$ cat src/rtl/dg0045_pkg.sv
// Shared constants and state encoding for the DG0045 RAM front end.
package dg0045_pkg;

    localparam int unsigned DG_ADDR_W = 6;
    localparam int unsigned DG_DATA_W = 4;
    localparam int unsigned DG_DEPTH  = 64;

    typedef enum logic {
        ST_INIT = 1'b0,
        ST_RUN  = 1'b1
    } arb_state_t;

endpackage

$ cat src/rtl/dg0045_rr_arb2.sv
// Two-way round-robin pick: favours the port that was not granted last.
module dg0045_rr_arb2 (
    input  logic req0,
    input  logic req1,
    input  logic last_gnt,
    output logic win,
    output logic any
);

    // Winner select; win is only meaningful when any is high
    always_comb begin
        any = req0 | req1;
        win = 1'b0;
        if (req0 && req1) begin
            win = ~last_gnt;
        end else if (req1) begin
            win = 1'b1;
        end
    end

endmodule

$ cat src/rtl/dg0045_ram_arbiter.sv
// Clears the DG0045 RAM after reset, then shares its single port between
// the puzzle-logic side (port 0) and the display-scan side (port 1).
module dg0045_ram_arbiter
    import dg0045_pkg::*;
#(
    parameter int unsigned        ADDR_W   = DG_ADDR_W,
    parameter int unsigned        DATA_W   = DG_DATA_W,
    parameter int unsigned        DEPTH    = DG_DEPTH,
    parameter logic [DATA_W-1:0]  INIT_VAL = '0
) (
    input  logic              sys_clk,
    input  logic              sys_rst,
    input  logic              req0,
    input  logic              we0,
    input  logic [ADDR_W-1:0] addr0,
    input  logic [DATA_W-1:0] wdata0,
    output logic              gnt0,
    output logic [DATA_W-1:0] rdata0,
    output logic              rvalid0,
    input  logic              req1,
    input  logic              we1,
    input  logic [ADDR_W-1:0] addr1,
    input  logic [DATA_W-1:0] wdata1,
    output logic              gnt1,
    output logic [DATA_W-1:0] rdata1,
    output logic              rvalid1,
    output logic              init_done,
    output logic [ADDR_W-1:0] ram_addr,
    output logic [DATA_W-1:0] ram_din,
    output logic              ram_we,
    input  logic [DATA_W-1:0] ram_dout
);

    // One extra bit so the terminal compare can see DEPTH itself
    localparam int unsigned CNT_W = ADDR_W + 1;

    arb_state_t        state_q, state_d;
    logic [CNT_W-1:0]  cnt_q, cnt_d, cnt_inc;
    logic              last_gnt_q, last_gnt_d;
    logic              init_done_d;
    logic [ADDR_W-1:0] addr_hold_q;
    logic [DATA_W-1:0] din_hold_q;
    logic              rd0_fire, rd1_fire;
    logic              arb_win, arb_any;

    dg0045_rr_arb2 u_rr_arb2 (
        .req0     (req0),
        .req1     (req1),
        .last_gnt (last_gnt_q),
        .win      (arb_win),
        .any      (arb_any)
    );

    // Next state, sweep counter, grant decode and RAM port mux
    always_comb begin
        state_d     = state_q;
        cnt_d       = cnt_q;
        cnt_inc     = cnt_q + CNT_W'(1);
        last_gnt_d  = last_gnt_q;
        init_done_d = init_done;
        gnt0        = 1'b0;
        gnt1        = 1'b0;
        rd0_fire    = 1'b0;
        rd1_fire    = 1'b0;
        ram_we      = 1'b0;
        ram_addr    = addr_hold_q;
        ram_din     = din_hold_q;
        if (sys_rst) begin
            ram_addr = '0;
            ram_din  = '0;
        end else begin
            case (state_q)
                ST_INIT: begin
                    ram_we   = 1'b1;
                    ram_addr = cnt_q[ADDR_W-1:0];
                    ram_din  = INIT_VAL;
                    cnt_d    = cnt_inc;
                    if (cnt_inc == CNT_W'(DEPTH)) begin
                        state_d     = ST_RUN;
                        init_done_d = 1'b1;
                    end
                end
                ST_RUN: begin
                    if (arb_any) begin
                        last_gnt_d = arb_win;
                        if (arb_win) begin
                            gnt1     = 1'b1;
                            ram_addr = addr1;
                            ram_we   = we1;
                            ram_din  = we1 ? wdata1 : '0;
                            rd1_fire = ~we1;
                        end else begin
                            gnt0     = 1'b1;
                            ram_addr = addr0;
                            ram_we   = we0;
                            ram_din  = we0 ? wdata0 : '0;
                            rd0_fire = ~we0;
                        end
                    end
                end
            endcase
        end
    end

    // State, counter and arbitration history
    always_ff @(posedge sys_clk) begin
        if (sys_rst) begin
            state_q    <= ST_INIT;
            cnt_q      <= '0;
            last_gnt_q <= 1'b1;
            init_done  <= 1'b0;
        end else begin
            state_q    <= state_d;
            cnt_q      <= cnt_d;
            last_gnt_q <= last_gnt_d;
            init_done  <= init_done_d;
        end
    end

    // Remember the last driven address/data so idle cycles keep the bus steady
    always_ff @(posedge sys_clk) begin
        if (sys_rst) begin
            addr_hold_q <= '0;
            din_hold_q  <= '0;
        end else begin
            addr_hold_q <= ram_addr;
            din_hold_q  <= ram_din;
        end
    end

    // Read return: capture RAM data at the end of the grant cycle
    always_ff @(posedge sys_clk) begin
        if (sys_rst) begin
            rvalid0 <= 1'b0;
            rvalid1 <= 1'b0;
            rdata0  <= '0;
            rdata1  <= '0;
        end else begin
            rvalid0 <= rd0_fire;
            rvalid1 <= rd1_fire;
            if (rd0_fire) begin
                rdata0 <= ram_dout;
            end
            if (rd1_fire) begin
                rdata1 <= ram_dout;
            end
        end
    end

endmodule

$ cat config.mk
export PLATFORM = sky130hd
export DESIGN_NAME = dg0045_ram_arbiter
export DESIGN_NICKNAME = d
export VERILOG_FILES = /design/src/rtl/dg0045_pkg.sv /design/src/rtl/dg0045_rr_arb2.sv /design/src/rtl/dg0045_ram_arbiter.sv
export SDC_FILE = /design/constraint.sdc
export NUM_CORES = 1
export LEC_CHECK = 0
export ABC_AREA = 1
export CAP_MARGIN = 20
export CORE_MARGIN = 4
export CORE_UTILIZATION = 46
export DETAILED_ROUTE_END_ITERATION = 8
export GPL_ROUTABILITY_DRIVEN = 0
export PLACE_DENSITY = 0.83
export SETUP_SLACK_MARGIN = 0.02
export SLEW_MARGIN = 0
export SYNTH_ARGS = -nofsm -noshare
export SYNTH_HDL_FRONTEND = slang
export SYNTH_SLANG_ARGS = --single-unit
$ cat constraint.sdc
create_clock -name sys_clk -period 2.2 [get_ports sys_clk]
set_input_delay 0.44 -clock sys_clk [delete_from_list [all_inputs] [get_ports sys_clk]]
set_output_delay 0.44 -clock sys_clk [all_outputs]
set_load 0.02 [all_outputs]
After elaboration in Yosys (flattened, before gate mapping):

Index checks and enable logic that the tools add are counted.

* add/subtract/negate cells: 1
* equal/unequal tests: 1
* muxes and demuxes: 34
* bitwise logic cells: 5
* reductions and logical operators: 3

Operator list (count)
* 1-bit 2-to-1 mux: 23
* 4-bit 2-to-1 mux: 5
* 6-bit 2-to-1 mux: 3
* 6-bit one-hot mux with 2 select lines: 1
* 4-bit one-hot mux with 2 select lines: 1
* 7-bit by 1-bit adder with 7-bit output, second input constant: 1
* 7-bit equality test, second input constant: 1
* 1-bit NOT: 4
* 2-bit AND reduction: 2
* 1-bit one-hot mux with 2 select lines: 1
* 1-bit logical AND: 1
* 1-bit bitwise OR: 1

* bits in registers: 30
* input bits: 30
* output and inout port bits: 24
* word-level logic and storage cells: 54

Longest topological paths before layout:

* depth after elaboration: 6
* depth in mapped cells: 9
* depth with buffers taken out: 9

Modules after synthesis:

Synthesis repeated with hierarchy kept, for this count alone.

* cells, all modules: 193
* area total of the unflattened synthesis: 1398.8 µm²

By module, submodules not included
* dg0045_ram_arbiter: times used 1, cells each 190, area each 1383.8 µm², sequential area each 600.6 µm²
* dg0045_rr_arb2: times used 1, cells each 3, area each 15.0 µm², sequential area each 0.0 µm²

Least setup slack after synthesis:

Ideal clock, no wire load.

* kind: in2out
* start: in sys_rst
* end: out ram_addr[0]
* arrival time: 1398 ps
* data required time: 1760 ps
* setup slack: 362 ps
* cell stages on the path: 5
* path buffers: 2
* cells stage by stage: buf_2 > inv_1 > buf_2 > nand2_1 > a31oi_1

* cells in the longest elaborated chain, start to end: 1

Ends and longest elaborated chain
* start: declaration: line dg0045_ram_arbiter.sv:12 `input logic sys_rst,`
* 6-bit 2-to-1 mux: line dg0045_ram_arbiter.sv:68 `if (sys_rst) begin`
* end: declaration: line dg0045_ram_arbiter.sv:28 `output logic [ADDR_W-1:0] ram_addr,`

No other way between the ends.

Final worst setup path:

* start: in we1
* end: out ram_din[0]

* cells in the longest elaborated chain, start to end: 5

Ends and longest elaborated chain
* start: declaration: line dg0045_ram_arbiter.sv:21 `input logic we1,`
* 4-bit 2-to-1 mux: line dg0045_ram_arbiter.sv:90 `ram_din = we1 ? wdata1 : '0;`
* 4-bit 2-to-1 mux: line dg0045_ram_arbiter.sv:86 `if (arb_win) begin`
* 4-bit 2-to-1 mux: line dg0045_ram_arbiter.sv:84 `if (arb_any) begin`
* 4-bit one-hot mux with 2 select lines: line dg0045_ram_arbiter.sv:72 `case (state_q)`
* 4-bit 2-to-1 mux: line dg0045_ram_arbiter.sv:68
* end: declaration: line dg0045_ram_arbiter.sv:29 `output logic [DATA_W-1:0] ram_din,`

No other way between the ends.

==> metrics.cfg <==
[outcome]
status=finished clean

[floorplan]
rows=19
coreArea_um2=2850
start_util=0.496
fp.dieArea_um2=4030
die_h_um=63.5
boundaryPins=54
die_x_um=63.5

[cts]
cts_buffers=5
root_buffer=clkbuf_4
clk_latency_ns=0.32
clk_pin_slew_ns=0.10
cts_tree=built
htreeDepth=2
clockBufferDepth=2
post_cts_buffers=0
cts.sinks=30

[route]
ant_nets=0
vias_per_cell=5.37
dr_total_vias=1670
wl_per_cell_um=14.5
drtPass1Iterations=4
drtIter0Drc=91
drc=0
wirelength_mm=4.51

[final_layout]
fin_area_um2=2290
utilization=0.802
syn_to_final_growth_pct=61.5
drive_above_1_share=0.275
n_antenna_cell=0
final_nets=310

[power]
power_per_cell_area_nw_per_um2=465
swShare=0.256
p_clk_frac=0.326
switchingPower_uw=273
p_comb_frac=0.149
irDropWorstVdd_v=0.000395
intPower_uw=791
p_leak_nw=1.05
seqPwrFrac=0.525

[place]
dp_hpwl_mm=3.19
dpl_worst_slack_ns=-0.520
place_area_um2=2210
io_buffers=53

[yosys]
synth_edf_count=0
synth_ff_type=dfxtp_1
ys_ff_latch=30
async_reset_ff_frac=0
synth_cell_types=24
syn_area_per_cell_um2=7.38
syn_inst=192
synth.yosys.warnings=0
synth_area_leaders=dfxtp_1 42%, nand2_1 16%, nand3_1 6.7%
synth_largest_area_cell=dfxtp_1
yosysMostFrequentCell=nand2_1
ys_seq_area_frac=0.424
syn_area_um2=1420
netlist.area_leader.share=0.424
synth_common_cells=60 x nand2_1, 30 x dfxtp_1, 19 x nand3_1, 15 x a31oi_1, 15 x inv_1
syn-num-nets=223

[sta]
finalSetupViolations=0
tightest_slew_ns=0.383
rsz0062_at_grt=no
final-hold-violation-count=0
slew_headroom=0.743
worst_slack_ns=0.0571
tns_ns=0
layout_min_cycle_time_ns=2.14
max_freq_mhz=467
finalMaxSlewViolations=0
fin_crit_sh=0.974
fin_skew_ns=0.00694

[critical_path]
cp-start-kind=primary input
worstPathRequired_ns=1.76
crit_fanout=4
crit_arrival_ns=1.70
worstSetupPathType=in -> out
cp-end-kind=primary output

[grt]
track_usage=0.237
grt_pass1_vias=1779
grt_overflow=0
grt_first_pass_wirelength_mm=7.65
grt_max_degree=13
grt_antenna_before_repair=0

[hold_path]
hold_class=reg -> reg

[flow_run]
drv_cap=0

timing repair:
action / CTS / global route
cloned: 0 / 0
pin swaps: 2 / 5
hold buffers: 0 / 0
endpoints found under the setup margin: 13 / 12
resized for setup: 67 / 17
cells by family after synthesis:
logic type | share of synthesized area
AOI/OAI and AO/OA | 0.167
buffers and inverters | 0.0698
adders and majority gates | 0.00883
and+or+nand+nor | 0.324
xor gates and xnor gates | 0.00618
DFF | 0.424
layer usage:
metal | up-vias | wire (um) | track usage
li1 | 821 | - | -
met1 | 771 | 1840 | 0.266
met2 | 67 | 2240 | 0.412
met3 | 11 | 319 | 0.0639
met4 | 0 | 107 | 0.113
met5 | - | 0 | 0
power by group through the flow:
| stage | registers [mW] | clock network, mW | logic [mW] |
|---|---|---|---|
| 2_1_floorplan | 0.569 | 0 | 0.0517 |
| 3_3_place_gp | 0.570 | 0 | 0.148 |
| 3_5_place_dp | 0.570 | 0 | 0.151 |
| 4_1_cts | 0.558 | 0.354 | 0.150 |
| 5_1_grt | 0.560 | 0.382 | 0.172 |
| 6_report | 0.558 | 0.347 | 0.159 |
per-stage QoR:
stage               hold WS, ns  std cells  total power [mW]
detailed placement        0.457        303             0.722
floorplan                 0.463        192             0.620
global route              0.481        311              1.11
global placement          0.452        303             0.718
finish                    0.469        311              1.06
CTS                       0.469        311              1.06
worst paths after layout:
check	startpoint	to	slack, ns	cells past startpoint
worst min-delay path	init_done$_SDFFE_PP0P_	init_done$_SDFFE_PP0P_	0.47	2
worst max register to register	cnt_q[1]$_SDFFE_PP0N_	init_done$_SDFFE_PP0P_	0.77	9
worst max-delay path	we1	ram_din[0]	0.06	7
worst min register to register	init_done$_SDFFE_PP0P_	init_done$_SDFFE_PP0P_	0.47	2
state kept, by name, indices dropped and copies added, names as in the netlist:
signal,flops
addr_hold_q,6
rdata0,4
state_q,1
last_gnt_q,1
rdata1,4
din_hold_q,4
cnt_q,7
rvalid1,1
init_done,1
rvalid0,1
worst max-delay path, cell delays in order:
cell	delay [ns]
clkdlybuf4s50_1	0.45
inv_1	0.05
nor2_1	0.15
buf_4	0.16
nand2_1	0.07
a31oi_1	0.21
buf_4	0.17
placed cells by master (no fill, tap or decap), drive strengths merged:
| cell | n |
|---|---|
| xor2 | 1 |
| o211ai | 1 |
| a31oi | 15 |
| nand4 | 6 |
| clkinv | 2 |
| inv | 17 |
| o21ai | 12 |
| nor2 | 10 |
| nand2 | 63 |
| ha | 1 |
| a21oi | 9 |
| clkinvlp | 2 |
| dlygate4sd2 | 1 |
| a22oi | 1 |
| dfxtp | 30 |
| clkdlybuf4s15 | 1 |
| clkdlybuf4s50 | 37 |
| clkbuf | 6 |
| nand3 | 19 |
| buf | 43 |
| dlymetal6s2s | 2 |
| o21bai | 1 |
cell type report:
class	instances	area [um2]
timing repair buffer	84	748
multi-input combinational	139	751
clock inverter	2	12.5
fill	204	566
tap	31	38.8
inverter	19	85.1
clock buffer	6	51.3
sequential	30	601
Power figures use the tool's default switching activity.
